### config.mk
export PLATFORM = sky130hd
export DESIGN_NAME = jtag_dtm_param
export DESIGN_NICKNAME = d
export VERILOG_FILES = /design/src/rtl/jtag_dtm_param_pkg.sv /design/src/rtl/jtag_dtm_param_tap_fsm.sv /design/src/rtl/jtag_dtm_param.sv
export SDC_FILE = /design/constraint.sdc
export NUM_CORES = 1
export LEC_CHECK = 0
export ABC_AREA = 0
export CAP_MARGIN = 40
export CORE_MARGIN = 2
export CORE_UTILIZATION = 39
export CTS_BUF_LIST = sky130_fd_sc_hd__clkbuf_8
export CTS_CLUSTER_SIZE = 28
export DETAILED_ROUTE_END_ITERATION = 10
export GPL_ROUTABILITY_DRIVEN = 0
export GPL_TIMING_DRIVEN = 0
export HOLD_SLACK_MARGIN = 0.05
export SETUP_SLACK_MARGIN = 0.02
export SYNTH_ARGS = -nofsm -noshare
export SYNTH_HDL_FRONTEND = slang
export SYNTH_HIERARCHICAL = 1
export SYNTH_SLANG_ARGS = --single-unit
### constraint.sdc
create_clock -name tclk -period 5.65 [get_ports tclk]
set_input_delay 1.695 -clock tclk [delete_from_list [all_inputs] [get_ports tclk]]
set_output_delay 1.695 -clock tclk [all_outputs]
set_load 0.05 [all_outputs]
### src/rtl/jtag_dtm_param_pkg.sv
// jtag: TAP state encoding, IR instruction codes and DMI op/status constants
package jtag;
    typedef logic [3:0] jtag_state_t;
    localparam jtag_state_t TEST_LOGIC_RESET = 4'd0;
    localparam jtag_state_t RUN_TEST_IDLE    = 4'd1;
    localparam jtag_state_t SELECT_DR_SCAN   = 4'd2;
    localparam jtag_state_t CAPTURE_DR       = 4'd3;
    localparam jtag_state_t SHIFT_DR         = 4'd4;
    localparam jtag_state_t EXIT1_DR         = 4'd5;
    localparam jtag_state_t PAUSE_DR         = 4'd6;
    localparam jtag_state_t EXIT2_DR         = 4'd7;
    localparam jtag_state_t UPDATE_DR        = 4'd8;
    localparam jtag_state_t SELECT_IR_SCAN   = 4'd9;
    localparam jtag_state_t CAPTURE_IR       = 4'd10;
    localparam jtag_state_t SHIFT_IR         = 4'd11;
    localparam jtag_state_t EXIT1_IR         = 4'd12;
    localparam jtag_state_t PAUSE_IR         = 4'd13;
    localparam jtag_state_t EXIT2_IR         = 4'd14;
    localparam jtag_state_t UPDATE_IR        = 4'd15;
    // IR codes are truncated to the instance IR width; BYPASS is all ones
    localparam logic [31:0] IR_IDCODE = 32'h01;
    localparam logic [31:0] IR_DTMCS  = 32'h10;
    localparam logic [31:0] IR_DMI    = 32'h11;
    localparam logic [31:0] IR_BYPASS = 32'hFFFF_FFFF;
    typedef enum logic [1:0] {SEL_BYPASS, SEL_IDCODE, SEL_DTMCS, SEL_DMI} dr_sel_t;
    localparam logic [1:0] DMI_OP_NOP      = 2'd0;
    localparam logic [1:0] DMI_OP_READ     = 2'd1;
    localparam logic [1:0] DMI_OP_WRITE    = 2'd2;
    localparam logic [1:0] DMI_STAT_OK     = 2'd0;
    localparam logic [1:0] DMI_STAT_FAILED = 2'd2;
    localparam logic [1:0] DMI_STAT_BUSY   = 2'd3;
endpackage

### src/rtl/jtag_dtm_param_tap_fsm.sv
// jtag_tap_fsm: IEEE 1149.1 TAP controller state register
module jtag_tap_fsm
    import jtag::*;
(
    input  logic        tclk,
    input  logic        trst,
    input  logic        tms,
    output jtag_state_t state
);
    jtag_state_t r_state, w_next;

    always_comb begin
        w_next = TEST_LOGIC_RESET;
        case (r_state)
            TEST_LOGIC_RESET: w_next = tms ? TEST_LOGIC_RESET : RUN_TEST_IDLE;
            RUN_TEST_IDLE:    w_next = tms ? SELECT_DR_SCAN : RUN_TEST_IDLE;
            SELECT_DR_SCAN:   w_next = tms ? SELECT_IR_SCAN : CAPTURE_DR;
            CAPTURE_DR:       w_next = tms ? EXIT1_DR : SHIFT_DR;
            SHIFT_DR:         w_next = tms ? EXIT1_DR : SHIFT_DR;
            EXIT1_DR:         w_next = tms ? UPDATE_DR : PAUSE_DR;
            PAUSE_DR:         w_next = tms ? EXIT2_DR : PAUSE_DR;
            EXIT2_DR:         w_next = tms ? UPDATE_DR : SHIFT_DR;
            UPDATE_DR:        w_next = tms ? SELECT_DR_SCAN : RUN_TEST_IDLE;
            SELECT_IR_SCAN:   w_next = tms ? TEST_LOGIC_RESET : CAPTURE_IR;
            CAPTURE_IR:       w_next = tms ? EXIT1_IR : SHIFT_IR;
            SHIFT_IR:         w_next = tms ? EXIT1_IR : SHIFT_IR;
            EXIT1_IR:         w_next = tms ? UPDATE_IR : PAUSE_IR;
            PAUSE_IR:         w_next = tms ? EXIT2_IR : PAUSE_IR;
            EXIT2_IR:         w_next = tms ? UPDATE_IR : SHIFT_IR;
            UPDATE_IR:        w_next = tms ? SELECT_DR_SCAN : RUN_TEST_IDLE;
        endcase
    end

    always_ff @(posedge tclk) r_state <= trst ? TEST_LOGIC_RESET : w_next;

    assign state = r_state;
endmodule

### src/rtl/jtag_dtm_param.sv
// jtag_dtm_param: RISC-V style JTAG debug transport module with IDCODE,
// DTMCS, DMI and BYPASS chains driving a strobed DMI request interface
module jtag_dtm_param
    import jtag::*;
#(
    parameter int unsigned IR_WIDTH   = 6,
    parameter logic [31:0] IDCODE_VAL = 32'h1BEEF001,
    parameter int unsigned ABITS      = 7,
    parameter logic [2:0]  IDLE_HINT  = 3'd1
) (
    input  logic             tclk,
    input  logic             trst,
    input  logic             tms,
    input  logic             tdi,
    output logic             tdo,
    output logic             tdo_en,
    output logic             dmi_start,
    input  logic             dmi_finish,
    output logic [1:0]       dmi_op,
    output logic [ABITS-1:0] dmi_address,
    output logic [31:0]      dmi_data_o,
    input  logic [31:0]      dmi_data_i,
    input  logic [1:0]       dmi_resp
);
    localparam int unsigned DR_W    = ABITS + 34;
    localparam logic [5:0]  ABITS_F = 6'(ABITS);

    jtag_state_t         w_state;
    dr_sel_t             w_sel;
    logic [IR_WIDTH-1:0] r_ir, r_ir_sh;
    logic [DR_W-1:0]     r_dr, w_dr_cap, w_dr_shift;
    logic                r_busy, r_start;
    logic [1:0]          r_stat, r_op, w_op_field;
    logic [ABITS-1:0]    r_addr;
    logic [31:0]         r_data, r_data_last;
    logic                w_dmi_upd, w_dtmcs_upd, w_req_ok;

    jtag_tap_fsm u_fsm (.tclk(tclk), .trst(trst), .tms(tms), .state(w_state));

    assign w_sel = (r_ir == IR_WIDTH'(IR_IDCODE)) ? SEL_IDCODE :
                   (r_ir == IR_WIDTH'(IR_DTMCS))  ? SEL_DTMCS  :
                   (r_ir == IR_WIDTH'(IR_DMI))    ? SEL_DMI    : SEL_BYPASS;
    assign w_op_field = r_busy ? DMI_STAT_BUSY : r_stat;
    assign w_dr_cap = (w_sel == SEL_IDCODE) ? DR_W'(IDCODE_VAL) :
                      (w_sel == SEL_DTMCS)  ? DR_W'({14'b0, 2'b0, 1'b0, IDLE_HINT, r_stat, ABITS_F, 4'd1}) :
                      (w_sel == SEL_DMI)    ? {r_addr, r_data_last, w_op_field} : '0;
    // Each chain shifts at its own length: tdi always enters the chain's MSB
    assign w_dr_shift = (w_sel == SEL_DMI)    ? {tdi, r_dr[DR_W-1:1]} :
                        (w_sel == SEL_BYPASS) ? DR_W'(tdi) : DR_W'({tdi, r_dr[31:1]});
    assign tdo_en = !trst && (w_state == SHIFT_DR || w_state == SHIFT_IR);
    assign tdo = tdo_en && ((w_state == SHIFT_DR) ? r_dr[0] : r_ir_sh[0]);
    assign w_dmi_upd = (w_state == UPDATE_DR) && (w_sel == SEL_DMI);
    assign w_dtmcs_upd = (w_state == UPDATE_DR) && (w_sel == SEL_DTMCS);
    assign w_req_ok = !r_busy && (r_stat == DMI_STAT_OK) &&
                      (r_dr[1:0] == DMI_OP_READ || r_dr[1:0] == DMI_OP_WRITE);

    always_ff @(posedge tclk) begin
        if (trst || w_state == TEST_LOGIC_RESET) r_ir <= IR_WIDTH'(IR_IDCODE);
        else if (w_state == UPDATE_IR) r_ir <= r_ir_sh;
        if (trst) r_ir_sh <= '0;
        else if (w_state == CAPTURE_IR) r_ir_sh <= IR_WIDTH'(2'b01);
        else if (w_state == SHIFT_IR) r_ir_sh <= {tdi, r_ir_sh[IR_WIDTH-1:1]};
        if (trst) r_dr <= '0;
        else if (w_state == CAPTURE_DR) r_dr <= w_dr_cap;
        else if (w_state == SHIFT_DR) r_dr <= w_dr_shift;
    end

    // A TAP-driven TEST_LOGIC_RESET leaves the DMI side alone; only trst clears it
    always_ff @(posedge tclk) begin
        if (trst) begin
            r_busy      <= 1'b0;
            r_start     <= 1'b0;
            r_stat      <= DMI_STAT_OK;
            r_op        <= DMI_OP_NOP;
            r_addr      <= '0;
            r_data      <= '0;
            r_data_last <= '0;
        end else begin
            r_start <= 1'b0;
            if (r_busy && dmi_finish) begin
                r_busy      <= 1'b0;
                r_data_last <= dmi_data_i;
                if (dmi_resp == DMI_STAT_FAILED) r_stat <= DMI_STAT_FAILED;
            end
            if (w_dmi_upd && r_busy) r_stat <= DMI_STAT_BUSY;
            else if (w_dmi_upd && w_req_ok) begin
                r_start <= 1'b1;
                r_busy  <= 1'b1;
                r_op    <= r_dr[1:0];
                r_data  <= r_dr[33:2];
                r_addr  <= r_dr[DR_W-1:34];
            end
            if (w_dtmcs_upd && (r_dr[16] || r_dr[17])) r_stat <= DMI_STAT_OK;
            if (w_dtmcs_upd && r_dr[17]) r_busy <= 1'b0;
        end
    end

    assign dmi_start   = r_start;
    assign dmi_op      = r_op;
    assign dmi_address = r_addr;
    assign dmi_data_o  = r_data;
endmodule
# ---- Yosys cells after proc, flatten, opt, wreduce, memory -nomap -nowiden
# Index checks and enable logic that the tools add are counted.
# Widths: inputs -> output; s select.
dict set report totals {
  regBits 134
  in_bits 39
  elab_cells 104
}
dict set report classes {
  eq_ne 24
  muxes 34
  bitwise 1
  n_reduce_logical 33
}
# operator n
set ops {}
lappend ops {{$mux 41} 6}
lappend ops {{$pmux 4 s12} 1}
lappend ops {{$eq 4x4->1 const B} 8}
lappend ops {{$mux 32} 1}
lappend ops {{$mux 2} 10}
lappend ops {{$eq 4x3->1 const B} 4}
lappend ops {{$mux 4} 4}
lappend ops {{$eq 6x5->1 const B} 2}
lappend ops {{$reduce_or 2->1} 6}
lappend ops {{$logic_and 1x1->1} 11}
lappend ops {{$mux 1} 10}
lappend ops {{$eq 2x2->1 const B} 4}
lappend ops {{$eq 4x2->1 const B} 2}
lappend ops {{$reduce_bool 2->1} 4}
lappend ops {{$eq 6x1->1 const B} 1}
lappend ops {{$mux 3} 2}
lappend ops {{$eq 2x1->1 const B} 2}
lappend ops {{$eq 4x1->1 const B} 1}
lappend ops {{$logic_not 2->1} 2}
lappend ops {{$logic_not 4->1} 1}
lappend ops {{$logic_or 1x1->1} 4}
lappend ops {{$reduce_and 2->1} 2}
lappend ops {{$reduce_or 3->1} 1}
lappend ops {{$logic_not 1->1} 2}
lappend ops {{$not 1->1} 1}

# ---- Logic depth before layout (Yosys ltp)
dict set report logic_depth {
  ltp_word 9
  mapped_depth 7
  mapped_depth_nobuf 4
}

# ---- Cells and area by module
# The synthesis kept the hierarchy.
# mod n_inst cells_each area_each_um2
set modules_own_cells {}
lappend modules_own_cells {jtag_dtm_param 1 652 5367.6}
lappend modules_own_cells {jtag_tap_fsm 1 39 331.6}

# ---- Worst setup path before layout
# OpenSTA, ideal clock, no wires.
dict set report synth_timing {
  kind {input -> output}
  from {input port trst}
  to {output port tdo_en}
  arrival_time_ps 2853
  t_required_ps 3955
  path_slack_ps 1102
  path_stages 3
  path_buffers 2
  cell_sequence {clkbuf_1 clkbuf_1 a21oi_1}
}
dict set report synth_via {
  elab_chain_len 2
}
# element line
set synth_rtl {}
lappend synth_rtl {{start, declared} jtag_dtm_param.sv:12} ;# input logic trst,
lappend synth_rtl {{$logic_not 1->1} jtag_dtm_param.sv:50} ;# assign tdo_en = !trst && (w_state == SHIFT_DR || w_state == SHIFT_IR);
lappend synth_rtl {{$logic_and 1x1->1} jtag_dtm_param.sv:50}
lappend synth_rtl {{end, declared} jtag_dtm_param.sv:16} ;# output logic tdo_en,
# No other way between the ends.

# ---- Worst setup path in the final report
dict set report layout_timing {
  from {input port trst}
  to {output port tdo}
}
dict set report layout_via {
  elab_chain_len 3
}
# element line
set layout_rtl {}
lappend layout_rtl {{$logic_not 1->1} jtag_dtm_param.sv:50}
lappend layout_rtl {{$logic_and 1x1->1} jtag_dtm_param.sv:50}
lappend layout_rtl {{$logic_and 1x1->1} jtag_dtm_param.sv:51} ;# assign tdo = tdo_en && ((w_state == SHIFT_DR) ? r_dr[0] : r_ir_sh[0]);
lappend layout_rtl {{end, declared} jtag_dtm_param.sv:15} ;# output logic tdo,
# No other way between the ends.

==> flow_metrics.tcl <==
set metrics [dict create \
    outcome "finished clean" \
    yosys.area.top_type_share 0.471 \
    fmax_ghz 0.180 \
    sum_of_internal_switching_and_leakage_power_mw 2.03 \
    ff_latch_area_sq_um 2680 \
    reg2regPathDepth 5 \
    post_route_ant_nets 0 \
    final.setup_skew_ns 0.0109 \
    postSynth.topFlopCell "dfxtp_1" \
    avgViaCountPerCell 5.64 \
    port_buffers 81 \
    n_antenna_cell 0 \
    cts-buffers-inserted 17 \
    grt_pass1_vias 5241 \
    ys.warnings.count 6 \
    worst_min_delay_path_category "register to register" \
    worst_hold_startpoint "r_data_last[12]$_SDFFE_PP0P_" \
    synth.yosys.seq_area_share 0.471 \
    boundaryPins 83 \
    report.final.hold_viol_count 0 \
    core_area_sq_um 14400 \
    mean_routed_wirelength_per_cell_um 17.3 \
    path_delay_family "buffers and inverters" \
    worst_ir_drop_vdd_mv 0.168 \
    dieArea_sq_um 15600 \
    max-slew-margin-rel 0.415 \
    timing.max_cap.violations 0 \
    cts_tree "yes" \
    syn-cell-area_sq_um 5700 \
    ys_ff_latch 134 \
    drc 0 \
    clock_power_share 0.450 \
    fin_tns_setup_ns 0 \
    dp_cells 959 \
    chip_width_um 125 \
    crit_fanout 19 \
    detailedPlacementHpwl_um 12500 \
    netlist-cell-type-count 61 \
    worst-endpoint-required_ns 3.95 \
    finalNonFillerCells 990 \
    clockBufferDepth 2 \
    worst_slew_pin_slew_ns 0.871 \
    timing.critical_path.slowest_stage_cell "clkdlybuf4s50_1" \
    synth_fp_nets 730 \
    drt-total-wl_um 17200 \
    drt_pre_antenna_iters 5 \
    first_iter_violations 438 \
    total_leakage_power_nw 2.39 \
    critical_path.reg2reg.startpoint "u_fsm/state[2]$_SDFF_PP0_" \
    htree_levels 4 \
    setup.worst_path.class "input pin to output port" \
    layout_worst_path_cycle_share 0.985 \
    yosys-top-cells-area "dfxtp_1 47%, a21oi_1 9.8%, nand2_1 5.7%, nand3_1 5.2%, o21ai_1 4.2%" \
    sw_frac_of_total 0.238 \
    internal_power_mw 1.55 \
    timing.final.setup_violations 0 \
    holdPathStages 2 \
    post_route_cells_drive_above_1_share 0.0955 \
    post_synth_inst_count 691 \
    grtUsageTotal 0.218 \
    cells_traversed_along_the_worst_timing_path "clkdlybuf4s50_1, clkbuf_2, nor2_1, clkdlybuf4s50_1" \
    fill_count 1415 \
    share_comb_of_total_power 0.071 \
    ff2ff_setup_slack_ns 3.40 \
    layout.cells.most_common "dfxtp_1" \
    initial_core_util 0.395 \
    multiInputGateArea_sq_um 2680 \
    switching_power_uw 484 \
    whs_endpoint "r_data_last[12]$_SDFFE_PP0P_" \
    cts_root_buf "clkbuf_8" \
    p_per_area_nw_per_um2 282 \
    worstPathArrival_ns 3.87 \
    max_stage_delay_ns 0.83 \
    startpoint_type "input pin" \
    num_vias 5585 \
    grt_max_degree 20 \
    areaGrowthSynthToFinish_pct 26.5 \
    num_rows 44 \
    clk-insertion-delay-late_ns 0.46 \
    antenna_found_initial 0 \
    synth-edff-count 0 \
    critical_path.n_buffers_inverters 3 \
    grt_overflow 0 \
    most_frequent_cell_on_the_critical_path "clkdlybuf4s50_1" \
    synth_area_per_cell_sq_um 8.25 \
    synth_largest_area_cell "dfxtp_1" \
    final_cell_mix "134 x dfxtp_1, 112 x a21oi_1, 87 x nand2_1" \
    finalCriticalPeriod_ns 5.57 \
    seq_power_share 0.479 \
    rsz0062_at_grt "false" \
    cp-end-kind "output port" \
    clock-sinks 134 \
    synth_async_sr_flop_share 0 \
    die_height_um 125 \
    nets 832 \
    worst_setup_hold_path_clk_slew_ns 0.07 \
    final_max_slew_viol_count 0 \
    reg2reg_to "r_dr[18]$_SDFFE_PP0P_" \
    wire_length_of_the_first_global_routing_pass_um 27000 \
]
cell usage after synthesis, drive strengths merged, types with 2 or more instances:
| master | instances |
|---|---|
| nand4 | 3 |
| or3 | 4 |
| a32oi | 3 |
| a31oi | 4 |
| nand2 | 87 |
| nand3 | 59 |
| mux2i | 4 |
| a211oi | 5 |
| a221oi | 11 |
| o32ai | 2 |
| a21oi | 112 |
| inv | 6 |
| and2 | 3 |
| nand2b | 10 |
| nor2b | 2 |
| dfxtp | 134 |
| buf | 27 |
| nor2 | 48 |
| xnor2 | 2 |
| o211ai | 3 |
| a222oi | 5 |
| or4b | 3 |
| o21ai | 50 |
| mux2 | 2 |
| or4 | 3 |
| nor3b | 2 |
| nor4 | 3 |
| clkbuf | 38 |
| o41ai | 9 |
| a2111oi | 8 |
| a311oi | 6 |
| nor3 | 18 |
layer usage:
metal	vias to the layer above	track usage	wire length (um)
met5	-	0	0
met4	0	0.114	551
met3	43	0.0387	927
met2	202	0.339	7740
met1	2627	0.290	7930
li1	2713	-	-
stage by stage:
step	worst slack, ns	util	instance area [sq um]	hold WS [ns]
2_1_floorplan	1.10	-	5700	0.431
3_3_place_gp	-0.462	0.467	6740	0.442
3_5_place_dp	-0.447	0.468	6760	0.448
4_1_cts	0.0800	0.500	7210	0.460
5_1_grt	0.0273	0.500	7210	0.479
6_report	0.0825	0.500	7210	0.458
how the worst max path moves through the flow:
| stage | from | endpoint | slack (ns) | cells past startpoint |
|---|---|---|---|---|
| floorplan | trst | tdo_en | 1.10 | 3 |
| global placement | trst | tdo | -0.46 | 5 |
| detailed placement | trst | tdo | -0.45 | 5 |
| CTS | trst | tdo_en | 0.08 | 4 |
| global route | trst | tdo | 0.03 | 4 |
| finish | trst | tdo | 0.08 | 4 |
worst min-delay path, cell delays in order (launching register included):
cell	delay, ns
dfxtp_1	0.31
nand2_1	0.05
a21oi_1	0.05
state kept, by name, indices dropped and copies added (netlist names):
signal,flops
r_data_last,32
r_stat,2
dmi_data_o,32
dmi_op,2
r_ir_sh,6
r_busy,1
dmi_address,7
u_fsm/state,4
r_ir,6
r_dr,41
dmi_start,1
final cells by class:
cell class / instances / area share
inverter: 6 / 0.00312
multi-input combinational: 486 / 0.372
tap: 184 / 0.0319
clock buffer: 18 / 0.0344
buffer: 64 / 0.0429
timing repair buffer: 84 / 0.115
sequential: 134 / 0.372
clock inverter: 14 / 0.0286
timing repair:
| item | 4_1_cts | 5_1_grt |
|---|---|---|
| gates resized for setup | 1 | 1 |
| setup endpoints to repair | 2 | 1 |
| hold buffers | 0 | 0 |
| buffers inserted | 0 | 0 |
logic make-up after synthesis:
logic type | Yosys count | share of synthesized area
multiplexers | 6 | 0.0110
AND/OR/NAND/NOR | 251 | 0.214
XOR/XNOR | 3 | 0.00461
flip-flops | 134 | 0.471
buffers and inverters | 71 | 0.0586
AO/OA/AOI/OAI | 226 | 0.241
power groups by stage:
stage	Combinational (mW)	Clock, mW	Sequential, mW
after floorplan	0.0846	0	0.989
after global placement	0.139	0	0.995
after detailed placement	0.143	0	0.995
after CTS	0.143	0.932	0.973
after global routing	0.157	0.969	0.975
final	0.145	0.915	0.974
Note: power is estimated with default switching activity, not from simulation.
